### src/rtl/melody_pkg.sv
// Shared types for the melody sequencer: FSM states, table entry layout, rest code.
// The optional inter-note gap is selected with the MELODY_GAP_EN macro.
package melody_pkg;

  typedef enum logic [2:0] {
    ST_IDLE,
    ST_LOAD,
    ST_PLAY,
    ST_GAP,
    ST_DONE
  } state_t;

  localparam int DUR_W_DEF = 8;

  typedef struct packed {
    logic [3:0]           ton;
    logic [DUR_W_DEF-1:0] dur;
  } entry_t;

  localparam logic [3:0] TON_REST = 4'd0;

endpackage

### src/rtl/melody_seq_if.sv
// Control-side bundle of the melody sequencer: commands and table writes in,
// tone-generator drive and status out.
interface melody_seq_if #(
    parameter int NOTES = 16,
    parameter int DUR_W = 8
);
    localparam int IW = $clog2(NOTES);

    // No valid/ready pair: start, stop and wr_en are single-cycle strobes sampled
    // on every rising clock edge; the sequencer never back-pressures the master.
    logic              start;
    logic              stop;
    logic              loop;
    logic              wr_en;
    logic [IW-1:0]     wr_addr;
    logic [3+DUR_W:0]  wr_data;
    logic [3:0]        ton;
    logic              en;
    logic              busy;
    logic              done;
    logic [IW-1:0]     note_idx;

    modport master (
        output start, stop, loop, wr_en, wr_addr, wr_data,
        input  ton, en, busy, done, note_idx
    );

    modport slave (
        input  start, stop, loop, wr_en, wr_addr, wr_data,
        output ton, en, busy, done, note_idx
    );

endinterface

### src/rtl/tick_prescaler.sv
// Divides clk into one-cycle duration ticks; counts only while enabled so
// note lengths stay exact across the one-cycle LOAD between notes.
module tick_prescaler #(
    parameter int TICK_DIV = 50000
) (
    input  logic clk,
    input  logic rst_n,
    input  logic clear,
    input  logic en,
    output logic tick
);

    localparam int CW = $clog2(TICK_DIV);
    localparam logic [CW-1:0] LAST = CW'(TICK_DIV - 1);

    logic [CW-1:0] count;

    always_ff @(posedge clk or negedge rst_n) begin
        if (!rst_n) begin
            count <= '0;
        end else if (clear) begin
            count <= '0;
        end else if (en) begin
            count <= (count == LAST) ? '0 : count + 1'b1;
        end
    end

    assign tick = en && (count == LAST);

endmodule

### src/rtl/melody_seq.sv
// Note sequencer: steps a {ton, dur} table and drives the tone generator.
// Define MELODY_GAP_EN to insert GAP_TICKS silent ticks after every note.
module melody_seq
    import melody_pkg::*;
#(
    parameter int TICK_DIV = 50000,
    parameter int NOTES    = 16,
    parameter int DUR_W    = 8
`ifdef MELODY_GAP_EN
    , parameter int GAP_TICKS = 10
`endif
) (
    input  logic         clk,
    input  logic         rst_n,
    melody_seq_if.slave  bus,
    output state_t       dbg_state
);

    localparam int IW = $clog2(NOTES);
    localparam int EW = 4 + DUR_W;

    logic [EW-1:0]    note_tab [NOTES];
    logic [EW-1:0]    rd_word;
    logic [3:0]       rd_ton;
    logic [DUR_W-1:0] rd_dur;

    state_t           state;
    logic [DUR_W-1:0] cnt;
    logic [IW-1:0]    idx;
    logic [3:0]       ton_q;
    logic             en_q;
    logic             busy_q;
    logic             done_q;

    logic             start_go;
    logic             pre_en;
    logic             tick;
    logic             last_idx;

`ifdef MELODY_GAP_EN
    localparam int GW = $clog2(GAP_TICKS + 1);
    logic [GW-1:0] gap_cnt;
`endif

    always_ff @(posedge clk) begin
        if (bus.wr_en) begin
            note_tab[bus.wr_addr] <= bus.wr_data;
        end
    end

    // Write-first: an entry written in the same cycle it is loaded is used as new.
    assign rd_word          = (bus.wr_en && (bus.wr_addr == idx)) ? bus.wr_data : note_tab[idx];
    assign {rd_ton, rd_dur} = rd_word;

    assign start_go = (state == ST_IDLE) && bus.start && !bus.stop;
    assign pre_en   = (state == ST_PLAY) || (state == ST_GAP);
    assign last_idx = (idx == IW'(NOTES - 1));

    tick_prescaler #(
        .TICK_DIV (TICK_DIV)
    ) u_prescaler (
        .clk   (clk),
        .rst_n (rst_n),
        .clear (start_go),
        .en    (pre_en),
        .tick  (tick)
    );

    always_ff @(posedge clk or negedge rst_n) begin
        if (!rst_n) begin
            state   <= ST_IDLE;
            cnt     <= '0;
            idx     <= '0;
            ton_q   <= TON_REST;
            en_q    <= 1'b0;
            busy_q  <= 1'b0;
            done_q  <= 1'b0;
`ifdef MELODY_GAP_EN
            gap_cnt <= '0;
`endif
        end else if (bus.stop) begin
            state  <= ST_IDLE;
            ton_q  <= TON_REST;
            en_q   <= 1'b0;
            busy_q <= 1'b0;
            done_q <= 1'b0;
        end else begin
            done_q <= 1'b0;
            case (state)
                ST_IDLE: begin
                    if (start_go) begin
                        state  <= ST_LOAD;
                        idx    <= '0;
                        busy_q <= 1'b1;
                    end
                end
                ST_LOAD: begin
                    if (rd_dur != '0) begin
                        state <= ST_PLAY;
                        cnt   <= rd_dur;
                        ton_q <= rd_ton;
                        en_q  <= (rd_ton != TON_REST);
                    end else if (bus.loop && (idx != '0)) begin
                        idx <= '0;
                    end else begin
                        state  <= ST_DONE;
                        done_q <= 1'b1;
                    end
                end
                ST_PLAY: begin
                    if (tick) begin
                        if (cnt == DUR_W'(1)) begin
                            en_q  <= 1'b0;
                            ton_q <= TON_REST;
                            idx   <= idx + 1'b1;
                            // Running off the end of the table acts as a terminator.
                            if (last_idx && !bus.loop) begin
                                state  <= ST_DONE;
                                done_q <= 1'b1;
                            end else begin
`ifdef MELODY_GAP_EN
                                state   <= ST_GAP;
                                gap_cnt <= GW'(GAP_TICKS);
`else
                                state   <= ST_LOAD;
`endif
                            end
                        end else begin
                            cnt <= cnt - 1'b1;
                        end
                    end
                end
`ifdef MELODY_GAP_EN
                ST_GAP: begin
                    if (tick) begin
                        if (gap_cnt == GW'(1)) begin
                            state <= ST_LOAD;
                        end else begin
                            gap_cnt <= gap_cnt - 1'b1;
                        end
                    end
                end
`endif
                ST_DONE: begin
                    state  <= ST_IDLE;
                    busy_q <= 1'b0;
                end
                default: begin
                    state  <= ST_IDLE;
                    busy_q <= 1'b0;
                end
            endcase
        end
    end

    assign bus.ton      = ton_q;
    assign bus.en       = en_q;
    assign bus.busy     = busy_q;
    assign bus.done     = done_q;
    assign bus.note_idx = idx;
    assign dbg_state    = state;

endmodule

### src/flat_wrapper.sv
// flat-port wrapper written by rule: the top's interface ports become plain ports
module melody_seq_flat import melody_pkg::*;
#(
    parameter int TICK_DIV = 50000,
    parameter int NOTES    = 16,
    parameter int DUR_W    = 8

)
  (clk, rst_n, dbg_state, bus_start, bus_stop, bus_loop, bus_wr_en, bus_wr_addr, bus_wr_data, bus_ton, bus_en, bus_busy, bus_done, bus_note_idx);
  melody_seq_if #(.NOTES(NOTES), .DUR_W(DUR_W)) bus_i ();
  input  logic clk;
  input  logic rst_n;
  output state_t dbg_state;
  input wire logic [$bits(bus_i.start)-1:0] bus_start;
  input wire logic [$bits(bus_i.stop)-1:0] bus_stop;
  input wire logic [$bits(bus_i.loop)-1:0] bus_loop;
  input wire logic [$bits(bus_i.wr_en)-1:0] bus_wr_en;
  input wire logic [$bits(bus_i.wr_addr)-1:0] bus_wr_addr;
  input wire logic [$bits(bus_i.wr_data)-1:0] bus_wr_data;
  output wire logic [$bits(bus_i.ton)-1:0] bus_ton;
  output wire logic [$bits(bus_i.en)-1:0] bus_en;
  output wire logic [$bits(bus_i.busy)-1:0] bus_busy;
  output wire logic [$bits(bus_i.done)-1:0] bus_done;
  output wire logic [$bits(bus_i.note_idx)-1:0] bus_note_idx;
  assign bus_i.start = bus_start;
  assign bus_i.stop = bus_stop;
  assign bus_i.loop = bus_loop;
  assign bus_i.wr_en = bus_wr_en;
  assign bus_i.wr_addr = bus_wr_addr;
  assign bus_i.wr_data = bus_wr_data;
  assign bus_ton = bus_i.ton;
  assign bus_en = bus_i.en;
  assign bus_busy = bus_i.busy;
  assign bus_done = bus_i.done;
  assign bus_note_idx = bus_i.note_idx;
  melody_seq #(.TICK_DIV(TICK_DIV), .NOTES(NOTES), .DUR_W(DUR_W)) u_core (.clk(clk), .rst_n(rst_n), .bus(bus_i), .dbg_state(dbg_state));
endmodule
### config.mk
export PLATFORM = sky130hd
export DESIGN_NAME = melody_seq_flat
export DESIGN_NICKNAME = d
export VERILOG_FILES = /design/src/rtl/melody_pkg.sv /design/src/rtl/melody_seq_if.sv /design/src/rtl/tick_prescaler.sv /design/src/rtl/melody_seq.sv /design/src/flat_wrapper.sv
export SDC_FILE = /design/constraint.sdc
export NUM_CORES = 1
export LEC_CHECK = 0
export ABC_AREA = 0
export CORE_MARGIN = 2
export CORE_UTILIZATION = 46
export CTS_BUF_LIST = sky130_fd_sc_hd__clkbuf_16
export DETAILED_ROUTE_END_ITERATION = 7
export RECOVER_POWER = 50
export SLEW_MARGIN = 20
export SYNTH_ARGS = -nofsm -noshare
export SYNTH_HDL_FRONTEND = slang
export SYNTH_SLANG_ARGS = --single-unit
### constraint.sdc
create_clock -name clk -period 3.5 [get_ports clk]
set_input_delay 0.525 -clock clk [delete_from_list [all_inputs] [get_ports clk]]
set_output_delay 0.525 -clock clk [all_outputs]
set_load 0.02 [all_outputs]
==> flow_summary.json, run 1 <==
{
  "dieHeight_um": 149,
  "cts_htree_levels": 1,
  "fin_hold_ws_ns": 0.524,
  "hpwl_um": 15000,
  "synth_nets": 672,
  "routed_via_density": 5.79,
  "p_leak_uw": 0.00375,
  "syn_inst": 645,
  "synth_edf_count": 192,
  "clk_pin_slew_ns": 0.06,
  "peakVddDrop_mv": 0.402,
  "rsz0062_at_grt": "false",
  "clockRootBuffer": "clkbuf_16",
  "multi_input_area_sq_mm": 0.00283,
  "violations": "max-capacitance violations, max-slew violations",
  "initial_core_util": 0.466,
  "core_area_sq_mm": 0.0209,
  "hold_path.class": "reg -> reg",
  "setup_violations": 0,
  "overflow": 0,
  "pin_count": 36,
  "drt-total-wl_um": 21900,
  "min_period_ns": 3.29,
  "row_count": 53,
  "fillers": 1704,
  "drv_cap": 1,
  "crit_path_top_delay_cell": "dfrtp_4",
  "r2r_cells": 9,
  "synth-main-ff-cell": "edfxtp_1",
  "clock_path_buffers": 3,
  "crit_end": "u_core.bus.note_idx[0]",
  "slowest_delay_ns": 0.66,
  "cp.required_ns": 3.91,
  "worstReg2RegEnd": "u_core.bus.note_idx[0]",
  "grt_antenna_before_repair": 0,
  "fin_nets": 746,
  "finClkSkew_ns": 0.0144,
  "slew_viol_final": 39,
  "yosysWarningCount": 0,
  "place_congestion": 0.886,
  "worstSetupPathType": "reg -> reg",
  "cts_tree": "yes",
  "status": "finished with violations",
  "path_cells": "buf_4 > xnor2_1 > nand2_1 > or2_2 > a31oi_1 > nor4_2 > nand2_2 > a211o_1 > mux2_2",
  "hold_viol": 0,
  "grt_max_degree": 39,
  "drt.antenna.violating_nets": 0,
  "gr-usage-all-layers": 0.200,
  "port_buffers": 35,
  "avgRoutedWirePerCell_um": 21.6,
  "tightest_slew_ns": 2.08,
  "grt_pass1_wl_um": 33700,
  "avgSynthCellArea_sq_um": 15.1,
  "cp.arrival_ns": 3.69,
  "cts.sinks": 230,
  "vias": 5869,
  "worstSetupStartpoint": "u_core.bus.note_idx[0]",
  "worstHoldPathCells": 2,
  "instances_no_fill": 1013,
  "drive_above_1_share": 0.167,
  "ctsResizeCount": 0,
  "rrSetupSlack_ns": 0.21,
  "power_density_mw_per_mm2": 532,
  "ys_async_sr_fraction": 0.165,
  "seq_area_frac_synth": 0.690,
  "seqCellArea_sq_mm": 0.00672,
  "clock.fmax_ghz": 0.304,
  "worstSetupEndpointType": "flop",
  "max_slew_margin": -0.388,
  "ctsHoldBuffers": 0,
  "worstReg2RegStart": "u_core.bus.note_idx[0]",
  "syn_area_sq_mm": 0.00974,
  "placedCellCount": 967,
  "drc": 0,
  "die-area_sq_mm": 0.0223,
  "area_delta_synth_final_pct": 17.2,
  "n_antenna_cell": 0,
  "synth-seq-cells": 230,
  "cp_max_fo": 18,
  "insertion_delay_ns": 0.54,
  "period_share": 0.939,
  "setup-tns-final_ns": 0,
  "ys_types": 50,
  "cts_made_buffers": 25,
  "first_iter_violations": 400,
  "power_uw": 6070,
  "post-cts-setup-buffers": 0,
  "grt_pass1_vias": 5834,
  "fp.dieW_um": 149,
  "first_pass_iters": 5,
  "start_kind": "flop"
}
==> per-stage QoR <==
step	setup slack, ns	cell area (sq um)	util
2_1_floorplan	0.523	9740	-
3_3_place_gp	0.272	10600	0.509
3_5_place_dp	0.111	10600	0.509
4_1_cts	0.218	11400	0.548
5_1_grt	0.0420	11400	0.546
6_report	0.215	11400	0.546
==> metal layers <==
metal	global-route usage	wire length [um]	up-vias
li1	-	-	2672
met1	0.285	9780	2984
met2	0.323	10400	168
met3	0.0317	1080	45
met4	0.0571	634	0
met5	0	0	-
==> cells in the mapped netlist, types with 4 or more instances <==
cell type	count	area (sq um)
a31oi_1	17	106
xnor2_1	8	70.1
nand3_1	19	95.1
mux2i_1	35	350
mux4_2	32	721
edfxtp_1	192	5770
nand4_1	9	56.3
nand3b_1	4	30.0
inv_1	12	45.0
buf_4	4	30.0
buf_2	7	35.0
clkbuf_1	14	52.6
ha_1	5	62.6
nor2_1	49	184
nand2b_1	9	56.3
o21ai_0	23	115
dfrtp_1	38	951
nand2_1	44	165
and3_1	5	31.3
o22ai_1	20	125
a211oi_1	9	67.6
or3_1	6	37.5
nor3_1	20	100
a21oi_1	15	75.1
==> sequential cells by signal, indices dropped and copies added, names as in the netlist <==
name and cells:
u_core.bus.ton 4, u_core.bus.busy 1, u_core.bus.en 1, u_core.dbg_state 3, u_core.u_prescaler.count 16, u_core.bus.note_idx 4, u_core.note_tab 192, u_core.bus.done 1
u_core.cnt 8
==> layout by cell type, fill, tap and decap left out, drive strengths merged, types with 5 or more instances in the layout <==
cell and n:
nor2 49, edfxtp 192, mux4 32, ha 5, mux2i 35, a21oi 15
a31oi 17, buf 34, and3 5, nor4 5, o22ai 20, clkinv 14
dlygate4sd3 14, nor3 20, nand3 19, o21ai 23, nand4 9, nand2b 9
nand2 45, a211oi 10, xnor2 8, inv 15, or3 6, clkbuf 36
clkdlybuf4s50 20, dfrtp 38
==> how the worst min path moves through the flow <==
stage                             endpoint  slack (ns)                        start
2_1_floorplan              u_core.bus.busy        0.23                        rst_n
3_3_place_gp   u_core.u_prescaler.count[1]        0.49  u_core.u_prescaler.count[1]
3_5_place_dp   u_core.u_prescaler.count[2]        0.51  u_core.u_prescaler.count[2]
4_1_cts        u_core.u_prescaler.count[9]        0.14                        rst_n
5_1_grt                      u_core.cnt[4]        0.56                u_core.cnt[4]
6_report       u_core.u_prescaler.count[2]        0.52  u_core.u_prescaler.count[2]
==> cells by family (layout without fill, tap and decap cells) <==
group                    count (synthesis)  in the layout  share of synthesized area
flip-flops                             230            230                      0.690
adder cells (fa/ha/maj)                  5              5                    0.00643
multiplexers                            69             69                      0.112
buffers and inverters                   44            137                     0.0218
XOR/XNOR                                 9              9                    0.00810
AND/OR/NAND/NOR                        187            187                     0.0948
AO/OA/AOI/OAI                          101            101                     0.0666
==> final cells by class <==
type                       count  area share
multi-input combinational    371       0.248
timing repair buffer          79      0.0580
tap                          275      0.0301
sequential                   230       0.589
inverter                      12     0.00395
clock buffer                  25      0.0548
clock inverter                21      0.0168
==> worst max-delay path: cells and delay by family (launching register included) <==
family	cells	cell delay (ns)
simple gates	4	1.27
buf+inv	1	0.32
flops	1	0.66
mux	1	0.27
compound gates	2	0.54
xor+xnor	1	0.10
==> report_power, final <==
part | leakage, uW | switching, uW | internal (uW)
Clock | 0.000409 | 1060 | 1530
Sequential | 0.00224 | 63.3 | 3070
Combinational | 0.00111 | 215 | 128
Total | 0.00375 | 1340 | 4730
(Power assumes the default switching activity.)
==> run 2, diff against run 1 <==
--- a/config.mk
+++ b/config.mk
@@ -14,4 +14,5 @@
 export SLEW_MARGIN = 20
 export SYNTH_ARGS = -nofsm -noshare
 export SYNTH_HDL_FRONTEND = slang
+export SYNTH_HIERARCHICAL = 1
 export SYNTH_SLANG_ARGS = --single-unit
==> flow_summary.json, run 2 <==
{
  "setup-tns-final_ns": 0,
  "synth-main-ff-cell": "edfxtp_1",
  "vias": 6053,
  "cts_htree_levels": 1,
  "cts_tree": "yes",
  "clk_pin_slew_ns": 0.06,
  "port_buffers": 35,
  "rsz0062_at_grt": "false",
  "cts.sinks": 230,
  "cpMostUsedCell": "mux2i_1",
  "power_density_mw_per_mm2": 571,
  "cp.buffers_inverters": 0,
  "cp.arrival_ns": 3.61,
  "clockRootBuffer": "clkbuf_16",
  "swShare": 0.247,
  "fillers": 1767,
  "grt_max_degree": 39,
  "min_period_ns": 3.17,
  "peakVddDrop_mv": 0.319,
  "ys_types": 69,
  "overflow": 0,
  "syn_area_sq_mm": 0.0100,
  "insertion_delay_ns": 0.53,
  "synth_edf_count": 192,
  "fp.dieW_um": 152,
  "p_int_uw": 5010,
  "period_share": 0.906,
  "core_area_sq_mm": 0.0216,
  "hold_path.class": "reg -> reg",
  "cp_max_fo": 21,
  "gr-usage-all-layers": 0.203,
  "ys_async_sr_fraction": 0.165,
  "grt_pass1_wl_um": 35100,
  "p_leak_uw": 0.00389,
  "cp_top_family": "simple AND/OR/NAND/NOR gates",
  "cp.required_ns": 3.94,
  "grt_pass1_vias": 6020,
  "synth_area_leaders": "edfxtp_1 57%, dfrtp_1 9.5%, mux4_2 7.2%",
  "clock_path_buffers": 3,
  "ctsHoldBuffers": 0,
  "place_ws_ns": 0.325,
  "power_uw": 6650,
  "cts_made_buffers": 25,
  "tightest_slew_ns": 2.10,
  "most-common-layout-cells": "192 x edfxtp_1, 46 x nor2_1, 43 x mux2i_1",
  "final_common_cell": "edfxtp_1",
  "largest_reg_flops": 192,
  "synth_top_cell_by_area": "edfxtp_1",
  "seq_area_frac_synth": 0.669,
  "drv_cap": 1,
  "p_clk_frac": 0.379,
  "top_register": "u_core/note_tab",
  "combPwrFrac": 0.138,
  "hold_viol": 0,
  "row_count": 54,
  "grt_antenna_before_repair": 0,
  "status": "finished with violations",
  "start_kind": "flop",
  "synth_common_cells": "192 x edfxtp_1, 46 x nor2_1, 43 x mux2i_1",
  "drt.antenna.violating_nets": 0,
  "slowest_delay_ns": 0.63,
  "clock.fmax_ghz": 0.315,
  "n_antenna_cell": 0,
  "area_delta_synth_final_pct": 16.2,
  "violations": "max-capacitance violations, max-slew violations",
  "initial_core_util": 0.464,
  "pin_count": 36,
  "drc": 0,
  "yosysTopAreaCellShare": 0.575,
  "place_congestion": 0.845,
  "first_pass_iters": 5,
  "worstSetupPathType": "reg -> reg",
  "avgRoutedWirePerCell_um": 22.3,
  "setup_violations": 0,
  "seqPwrFrac": 0.484,
  "synth-seq-cells": 230,
  "ctsResizeCount": 0,
  "slew_viol_final": 39,
  "first_iter_violations": 549,
  "drive_above_1_share": 0.178,
  "reg_top3": "u_core/note_tab x192, u_core/u_prescaler/count x16, u_core/cnt x8",
  "path_cells": "nand3b_1 > o22ai_1 > nor4b_1 > mux2i_1 > nor4_2 > nand3_2 > a21oi_2 > mux2i_1",
  "yosysWarningCount": 6,
  "crit_path_top_delay_cell": "dfrtp_4",
  "finClkSkew_ns": 0.00994,
  "max_slew_margin": -0.401,
  "avgSynthCellArea_sq_um": 15.4,
  "post-cts-setup-buffers": 0,
  "syn_inst": 650,
  "synth_nets": 677,
  "synth.most_common_cell": "edfxtp_1",
  "die-area_sq_mm": 0.0230,
  "routed_via_density": 5.95,
  "drt-total-wl_um": 22700,
  "layout_setup_ws_ns": 0.328,
  "fin_nets": 750,
  "p_sw_uw": 1640,
  "worstSetupEndpointType": "flop",
  "dieHeight_um": 152,
  "hpwl_um": 15300
}
[run 2: power groups by stage]
stage	Combinational (uW)	Sequential, uW	Clock (uW)
2_1_floorplan	627	3230	0
3_3_place_gp	898	3260	0
3_5_place_dp	916	3270	0
4_1_cts	920	3220	2570
5_1_grt	995	3230	2690
6_report	915	3220	2520
[run 2: routing by layer]
layer	vias to the layer above	track usage	wire length, um
met1	3080	0.295	10200
li1	2734	-	-
met3	26	0.0308	1360
met2	213	0.328	10800
met4	0	0.0389	278
met5	-	0	0
[run 2: kinds of logic (layout without fill, tap and decap cells)]
family | Yosys count | in the layout | synth area share
buffers and inverters | 52 | 140 | 0.0267
DFF | 230 | 230 | 0.669
muxes | 76 | 76 | 0.116
and+or+nand+nor | 176 | 176 | 0.0998
xor gates and xnor gates | 14 | 14 | 0.0122
adders and majority gates | 5 | 5 | 0.00624
AOI/OAI and AO/OA | 97 | 97 | 0.0697
[run 2: worst paths after layout]
check | startpoint | end | slack, ns | cells after the start
min reg2reg | u_core/u_prescaler/count[15] | u_core/u_prescaler/count[15] | 0.56 | 1
max reg2reg | u_core/bus.note_idx[0] | u_core/cnt[1] | 0.33 | 8
min in group asynchronous | rst_n | u_core/u_prescaler/count[15] | 0.60 | 1
min | u_core/u_prescaler/count[15] | u_core/u_prescaler/count[15] | 0.56 | 1
max | u_core/bus.note_idx[0] | u_core/cnt[1] | 0.33 | 8
max in group asynchronous | rst_n | u_core/bus.note_idx[0] | 1.41 | 1
[run 2: layout make-up]
| class | count | area [sq um] | share of cell area |
|---|---|---|---|
| Timing Repair Buffer | 80 | 664 | 0.0570 |
| Clock inverter | 17 | 160 | 0.0137 |
| Clock buffer | 25 | 626 | 0.0537 |
| Tap cell | 280 | 350 | 0.0301 |
| Sequential cell | 230 | 6720 | 0.577 |
| Inverter | 18 | 67.6 | 0.00580 |
| Multi-Input combinational cell | 368 | 3070 | 0.263 |
[run 2: through the flow]
stage | std cells | hold slack (ns) | utilization | area (sq um)
2_1_floorplan | 650 | 0.229 | - | 10000
3_5_place_dp | 976 | 0.541 | 0.504 | 10900
6_report | 1018 | 0.563 | 0.539 | 11700
3_3_place_gp | 976 | 0.531 | 0.504 | 10900
4_1_cts | 1018 | 0.145 | 0.541 | 11700
5_1_grt | 1018 | 0.583 | 0.539 | 11700
